--- config.mk ---
export PLATFORM = sky130hd
export DESIGN_NAME = vcu118_reset_sequencer
export DESIGN_NICKNAME = d
export VERILOG_FILES = /design/src/rtl/vcu118_infra_pkg.sv /design/src/rtl/vcu118_reset_sequencer_sync_2ff.sv /design/src/rtl/vcu118_reset_sequencer.sv
export SDC_FILE = /design/constraint.sdc
export NUM_CORES = 1
export LEC_CHECK = 0
export CAP_MARGIN = 0
export CORE_MARGIN = 1
export CORE_UTILIZATION = 41
export DETAILED_ROUTE_END_ITERATION = 6
export GPL_TIMING_DRIVEN = 0
export HOLD_SLACK_MARGIN = 0.03
export PLACE_DENSITY = 0.59
export SLEW_MARGIN = 20
export SYNTH_ARGS = -nofsm -noshare
export SYNTH_HDL_FRONTEND = slang
export SYNTH_SLANG_ARGS = --single-unit
--- constraint.sdc ---
create_clock -name sys_clk -period 5.6 [get_ports sys_clk]
set_input_delay 1.12 -clock sys_clk [delete_from_list [all_inputs] [get_ports sys_clk]]
set_output_delay 1.12 -clock sys_clk [all_outputs]
set_load 0.03 [all_outputs]
--- src/rtl/vcu118_infra_pkg.sv ---
// Shared definitions for the VCU118 reset sequencer: state encodings,
// state width and the lock-loss counter helper.
package vcu118_infra_pkg;

    localparam int STATE_W    = 3;
    localparam int LOSS_CNT_W = 8;

    typedef enum logic [STATE_W-1:0] {
        ST_HOLD      = 3'd0,
        ST_WAIT_IDLY = 3'd1,
        ST_RELEASE   = 3'd2,
        ST_RUN       = 3'd3,
        ST_FAULT     = 3'd4
    } seq_state_e;

    // Increment that sticks at all-ones instead of wrapping.
    function automatic logic [LOSS_CNT_W-1:0] sat_inc(input logic [LOSS_CNT_W-1:0] v);
        return (v == {LOSS_CNT_W{1'b1}}) ? v : v + LOSS_CNT_W'(1);
    endfunction

endpackage

--- src/rtl/vcu118_reset_sequencer_sync_2ff.sv ---
// Single-bit two-flop synchronizer with asynchronous active-high reset.
module sync_2ff (
    input  logic clk_i,
    input  logic rst_i,
    input  logic d_i,
    output logic q_o
);

    logic meta_q;
    logic sync_q;

    // Two back-to-back flops; the first may go metastable, the second resolves it.
    always_ff @(posedge clk_i or posedge rst_i) begin
        if (rst_i) begin
            meta_q <= 1'b0;
            sync_q <= 1'b0;
        end else begin
            meta_q <= d_i;
            sync_q <= meta_q;
        end
    end

    assign q_o = sync_q;

endmodule

--- src/rtl/vcu118_reset_sequencer.sv ---
// Staged reset sequencer for the VCU118 clock infrastructure. Filters MMCM
// lock, waits for IDELAYCTRL ready, then releases stage resets in order
// (bit 0 first), tracking IDELAY timeouts and lock-loss events.
module vcu118_reset_sequencer
    import vcu118_infra_pkg::*;
#(
    parameter int STAGES         = 3,
    parameter int STAGE_DELAY    = 256,
    parameter int LOCK_FILTER    = 16,
    parameter int IDELAY_TIMEOUT = 65535
) (
    input  logic                  sys_clk,
    input  logic                  sys_rst,
    input  logic                  pll_lock,
    input  logic                  idelay_rdy,
    input  logic                  soft_rst_req,
    output logic [STAGES-1:0]     stage_rst,
    output logic                  infra_ready,
    output logic                  idelay_fault,
    output logic [LOSS_CNT_W-1:0] lock_loss_cnt,
    output logic [STATE_W-1:0]    seq_state
);

    localparam int FILT_W = $clog2(LOCK_FILTER) + 1;
    localparam int TMO_W  = $clog2(IDELAY_TIMEOUT) + 1;
    localparam int DLY_W  = $clog2(STAGE_DELAY) + 1;

    localparam logic [FILT_W-1:0] FILT_LAST = FILT_W'(LOCK_FILTER - 1);
    localparam logic [TMO_W-1:0]  TMO_LAST  = TMO_W'(IDELAY_TIMEOUT - 1);
    localparam logic [DLY_W-1:0]  DLY_LAST  = DLY_W'(STAGE_DELAY - 1);

    logic lock_s;
    logic idly_s;

    seq_state_e            state_q, state_d;
    logic [STAGES-1:0]     stage_q, stage_d;
    logic                  ready_q, ready_d;
    logic                  fault_q, fault_d;
    logic [LOSS_CNT_W-1:0] cnt_q, cnt_d;
    logic [FILT_W-1:0]     filt_q, filt_d;
    logic [TMO_W-1:0]      tmo_q, tmo_d;
    logic [DLY_W-1:0]      dly_q, dly_d;

    sync_2ff u_sync_lock (
        .clk_i (sys_clk),
        .rst_i (sys_rst),
        .d_i   (pll_lock),
        .q_o   (lock_s)
    );

    sync_2ff u_sync_idly (
        .clk_i (sys_clk),
        .rst_i (sys_rst),
        .d_i   (idelay_rdy),
        .q_o   (idly_s)
    );

    // State, outputs and counters; everything returns to its reset value asynchronously.
    always_ff @(posedge sys_clk or posedge sys_rst) begin
        if (sys_rst) begin
            state_q <= ST_HOLD;
            stage_q <= '1;
            ready_q <= 1'b0;
            fault_q <= 1'b0;
            cnt_q   <= '0;
            filt_q  <= '0;
            tmo_q   <= '0;
            dly_q   <= '0;
        end else begin
            state_q <= state_d;
            stage_q <= stage_d;
            ready_q <= ready_d;
            fault_q <= fault_d;
            cnt_q   <= cnt_d;
            filt_q  <= filt_d;
            tmo_q   <= tmo_d;
            dly_q   <= dly_d;
        end
    end

    // Next-state logic; lock loss and soft reset override the per-state decision.
    always_comb begin
        state_d = state_q;
        stage_d = stage_q;
        fault_d = fault_q;
        cnt_d   = cnt_q;
        filt_d  = filt_q;
        tmo_d   = tmo_q;
        dly_d   = dly_q;

        case (state_q)
            ST_HOLD: begin
                stage_d = '1;
                if (!lock_s) begin
                    filt_d = '0;
                end else if (filt_q == FILT_LAST) begin
                    filt_d  = '0;
                    tmo_d   = '0;
                    state_d = ST_WAIT_IDLY;
                end else begin
                    filt_d = filt_q + FILT_W'(1);
                end
            end
            ST_WAIT_IDLY: begin
                if (idly_s) begin
                    // Stage 0 drops on the same edge that enters RELEASE.
                    state_d = ST_RELEASE;
                    stage_d = stage_q << 1;
                    dly_d   = '0;
                end else if (tmo_q == TMO_LAST) begin
                    state_d = ST_FAULT;
                    fault_d = 1'b1;
                end else begin
                    tmo_d = tmo_q + TMO_W'(1);
                end
            end
            ST_RELEASE: begin
                if (stage_q == '0) begin
                    state_d = ST_RUN;
                end else if (dly_q == DLY_LAST) begin
                    stage_d = stage_q << 1;
                    dly_d   = '0;
                end else begin
                    dly_d = dly_q + DLY_W'(1);
                end
            end
            ST_RUN: begin
                stage_d = '0;
            end
            ST_FAULT: begin
                stage_d = '1;
            end
            default: begin
                state_d = ST_HOLD;
                stage_d = '1;
            end
        endcase

        if (state_q != ST_HOLD) begin
            if (!lock_s) begin
                state_d = ST_HOLD;
                stage_d = '1;
                filt_d  = '0;
                cnt_d   = sat_inc(cnt_q);
            end else if (soft_rst_req) begin
                state_d = ST_HOLD;
                stage_d = '1;
                filt_d  = '0;
            end
        end

        ready_d = (state_d == ST_RUN);
    end

    assign stage_rst     = stage_q;
    assign infra_ready   = ready_q;
    assign idelay_fault  = fault_q;
    assign lock_loss_cnt = cnt_q;
    assign seq_state     = state_q;

endmodule

==> results.sh, run 1 <==
export IMPL_p_clk_frac=0.358
export IMPL_dieWidth_um=81.7
export IMPL_tns_ns=0
export IMPL_hpwl_mm=3.76
export IMPL_core_region_area_mm2=0.00603
export IMPL_period_share=0.478
export IMPL_final_common_cell="dfrtp_1"
export IMPL_via_count=2060
export IMPL_worstSkewPairLatency_ns=0.31
export IMPL_arrival_ns=1.56
export IMPL_postSynthCellCount=265
export IMPL_drt_total_wl_mm=5.37
export IMPL_synth_net_count=275
export IMPL_combPwrFrac=0.033
export IMPL_design_area_mm2=0.00301
export IMPL_grt_max_degree=31
export IMPL_path_delay_family="buffers and inverters"
export IMPL_cap_violations=0
export IMPL_final_hold_violation_count=0
export IMPL_numCtsBuffers=5
export IMPL_start_util=0.432
export IMPL_cts_tree="done"
export IMPL_drive_above_1_share=0.0714
export IMPL_cts_resized=0
export IMPL_postCtsSetupBuffers=0
export IMPL_post_route_drc_count=0
export IMPL_antenna_left=0
export IMPL_outcome="finished, final reports clean"
export IMPL_cp_max_fo=5
export IMPL_clkTransAtPathRegs_ns=0.10
export IMPL_ys_types=49
export IMPL_layout_cells_non_filler=369
export IMPL_required_ns=4.48
export IMPL_synth_top_cell_by_area="dfrtp_1"
export IMPL_path_cells="clkdlybuf4s50_1"
export IMPL_p_leak_nw=1.25
export IMPL_path_buf_inv=1
export IMPL_cts_max_level=2
export IMPL_p_int_uw=469
export IMPL_slew_viol_final=0
export IMPL_avgSynthCellArea_um2=9.82
export IMPL_ys_ff_latch=51
export IMPL_dpl_cell_area_mm2=0.00292
export IMPL_nets=303
export IMPL_dieArea_mm2=0.00667
export IMPL_setup_violations=0
export IMPL_hold_depth=0
export IMPL_syn_area_mm2=0.00260
export IMPL_vias_per_cell=5.58
export IMPL_ff2ff_setup_slack_ns=3.24
export IMPL_rows=28
export IMPL_grt_setup_unrepaired="false"
export IMPL_reg2regPathDepth=7
export IMPL_seq_area_frac_synth=0.492
export IMPL_firstDrtPassIters=4
export IMPL_total_power_uw=615
export IMPL_setup_ws_ns=2.92
export IMPL_boundaryPins=21
export IMPL_grt_pass1_vias=1869
export IMPL_synth_edff_count=0
export IMPL_nFillCells=589
export IMPL_grt_pass1_wl_mm=8.99
export IMPL_hold_buffers=0
export IMPL_grtUsageTotal=0.177
export IMPL_power_density_mw_per_mm2=204
export IMPL_r2r_start="filt_q[0]"
export IMPL_grt_overflow=0
export IMPL_root_buffer="clkbuf_8"
export IMPL_mostFrequentLayoutCells="dfrtp_1 (48), nor2_1 (23), nand2_1 (22), clkdlybuf4s50_1 (20), o21ai_0 (16)"
export IMPL_clockBufferDepth=2
export IMPL_antenna_cells=0
export IMPL_worst_pin_slew_ns=0.789
export IMPL_power_switching_share=0.237
export IMPL_crit_type="flop to output port"
export IMPL_synth_main_ff_cell="dfrtp_1"
export IMPL_synth_area_leaders="dfrtp_1 (46%), xnor2_1 (4.0%), nor2_1 (3.3%), nand2_1 (3.2%), o21ai_0 (3.1%)"
export IMPL_drtIter0Drc=116
export IMPL_slew_headroom=0.470
export IMPL_maxClockFrequency_ghz=0.374
export IMPL_antenna_found_initial=0
export IMPL_hold_path_class="flop to flop"
export IMPL_synth_top_area_share=0.462
export IMPL_crit_slowest_cell="clkdlybuf4s50_1"
export IMPL_yosys_warnings=0
export IMPL_wl_per_cell_um=14.5
export IMPL_fin_skew_ns=0.00554
export IMPL_preCtsSetupSlack_ns=3.21
export IMPL_vdd_ir_drop_worst_mv=0.115
export IMPL_dp_cells=361
export IMPL_cts_sinks=51
export IMPL_synthArstFlopShare=1.00
export IMPL_place_gp_congestion=0.742
export IMPL_critPathMaxStageDelay_ns=0.67
export IMPL_min_delay_start="u_sync_idly.meta_q"
export IMPL_crit_path_start_kind="flop"
export IMPL_finalCriticalPeriod_ns=2.68
export IMPL_crit_start="stage_rst[0]"
export IMPL_die_y_um=81.7
export IMPL_holdPathEnd="u_sync_idly.q_o"
export IMPL_numPortBuffers=20
export IMPL_seqPwrFrac=0.608
export IMPL_power_switching_uw=146
export IMPL_area_delta_synth_final_pct=15.7
export IMPL_endpoint_kind="output port"
export IMPL_rr_endpoint="tmo_q[7]"
[cells in the mapped netlist, drive strengths merged (2+ instances only)]
master and instances:
nor3 8, a211oi 2, a31oi 2, xnor2 12, o41ai 2, nand2b 2, or2 3, dfstp 3
and4 3, o31a 2, o21ai 17, dfrtp 48, nand2 22, nor2b 3, nor4 3, clkbuf 7
o31ai 7, or4 4, nor2 23, nand4 6, xor2 7, nand3b 3, nand4b 3, a21oi 14
a22oi 2, inv 8, and3 6, buf 2, and2 2, o2111ai 2, o21a 2, ha 5
nor4b 2, nand3 12, a21boi 2, nor3b 5
[stage by stage]
| stage | hold slack, ns | utilization |
|---|---|---|
| 6_report | 0.358 | 0.499 |
| 5_1_grt | 0.368 | 0.499 |
| 4_1_cts | 0.359 | 0.499 |
| 3_5_place_dp | 0.335 | 0.484 |
| 3_3_place_gp | 0.333 | 0.480 |
| 2_1_floorplan | 0.331 | - |
[power groups by stage]
stage	Clock [mW]	Sequential [mW]	Combinational, mW
after global placement	0	0.381	0.0191
final	0.220	0.374	0.0203
after detailed placement	0	0.381	0.0213
after global routing	0.241	0.374	0.0241
after floorplan	0	0.381	0.0124
after CTS	0.229	0.374	0.0213
[registers in the layout (all words and copies together), names as in the netlist, 3 cells and up]
signal and cells:
lock_loss_cnt 8, stage_rst 3, filt_q 5, tmo_q 17, seq_state 3, dly_q 9
[cell families (layout without fill, tap and decap cells)]
family          count (synthesis)  count (layout)  share of synthesized area
compound gates                 58              58                      0.145
xor+xnor                       19              19                     0.0640
fa+ha+maj                       6               6                     0.0279
buf+inv                        17              46                     0.0274
flops                          51              51                      0.492
mux                             1               1                    0.00433
simple gates                  113             113                      0.239
[worst max path at each step]
stage	endpoint	slack, ns	cells past startpoint
floorplan	dly_q[0]	3.26	1
global placement	tmo_q[6]	2.20	2
detailed placement	stage_rst[0]	3.21	5
CTS	stage_rst[0]	2.91	1
global route	stage_rst[0]	2.88	1
finish	stage_rst[0]	2.92	1
[cell type report]
class	instances	area [um2]	share of cell area
buffer	9	41.3	0.0137
clock buffer	5	68.8	0.0229
clock inverter	3	25.0	0.00832
inverter	8	30.0	0.00998
multi-input combinational	197	1250	0.415
sequential	51	1280	0.425
tap	75	93.8	0.0312
timing repair buffer	21	220	0.0732
[per-layer routing]
layer | GRT usage | routed length (um) | vias up
met3 | 0.0300 | 124 | 5
li1 | - | - | 1026
met5 | 0 | 0 | -
met1 | 0.261 | 2800 | 1001
met4 | 0.0614 | 59 | 0
met2 | 0.260 | 2380 | 28
Power figures use the tool's default switching activity.
==> run 2, diff against run 1 <==
clock period = 2.5 ns   (was 5.6 ns; I/O delays follow)
==> results of run 2 <==
Same layout as run 1 (identical final DEF). Status: finished, final reports clean.
Main changes from that run: setup slack after placement 3.21 ns -> 0.156 ns; setup slack after layout 2.92 ns -> 0.137 ns; start point of the critical path stage_rst[0] -> filt_q[0]; end point of the critical path stage_rst[0] -> tmo_q[7]; register-to-register setup slack 3.24 ns -> 0.14 ns; total power 0.615 mW -> 1.38 mW; worst IR drop on VDD 0.115 mV -> 0.258 mV
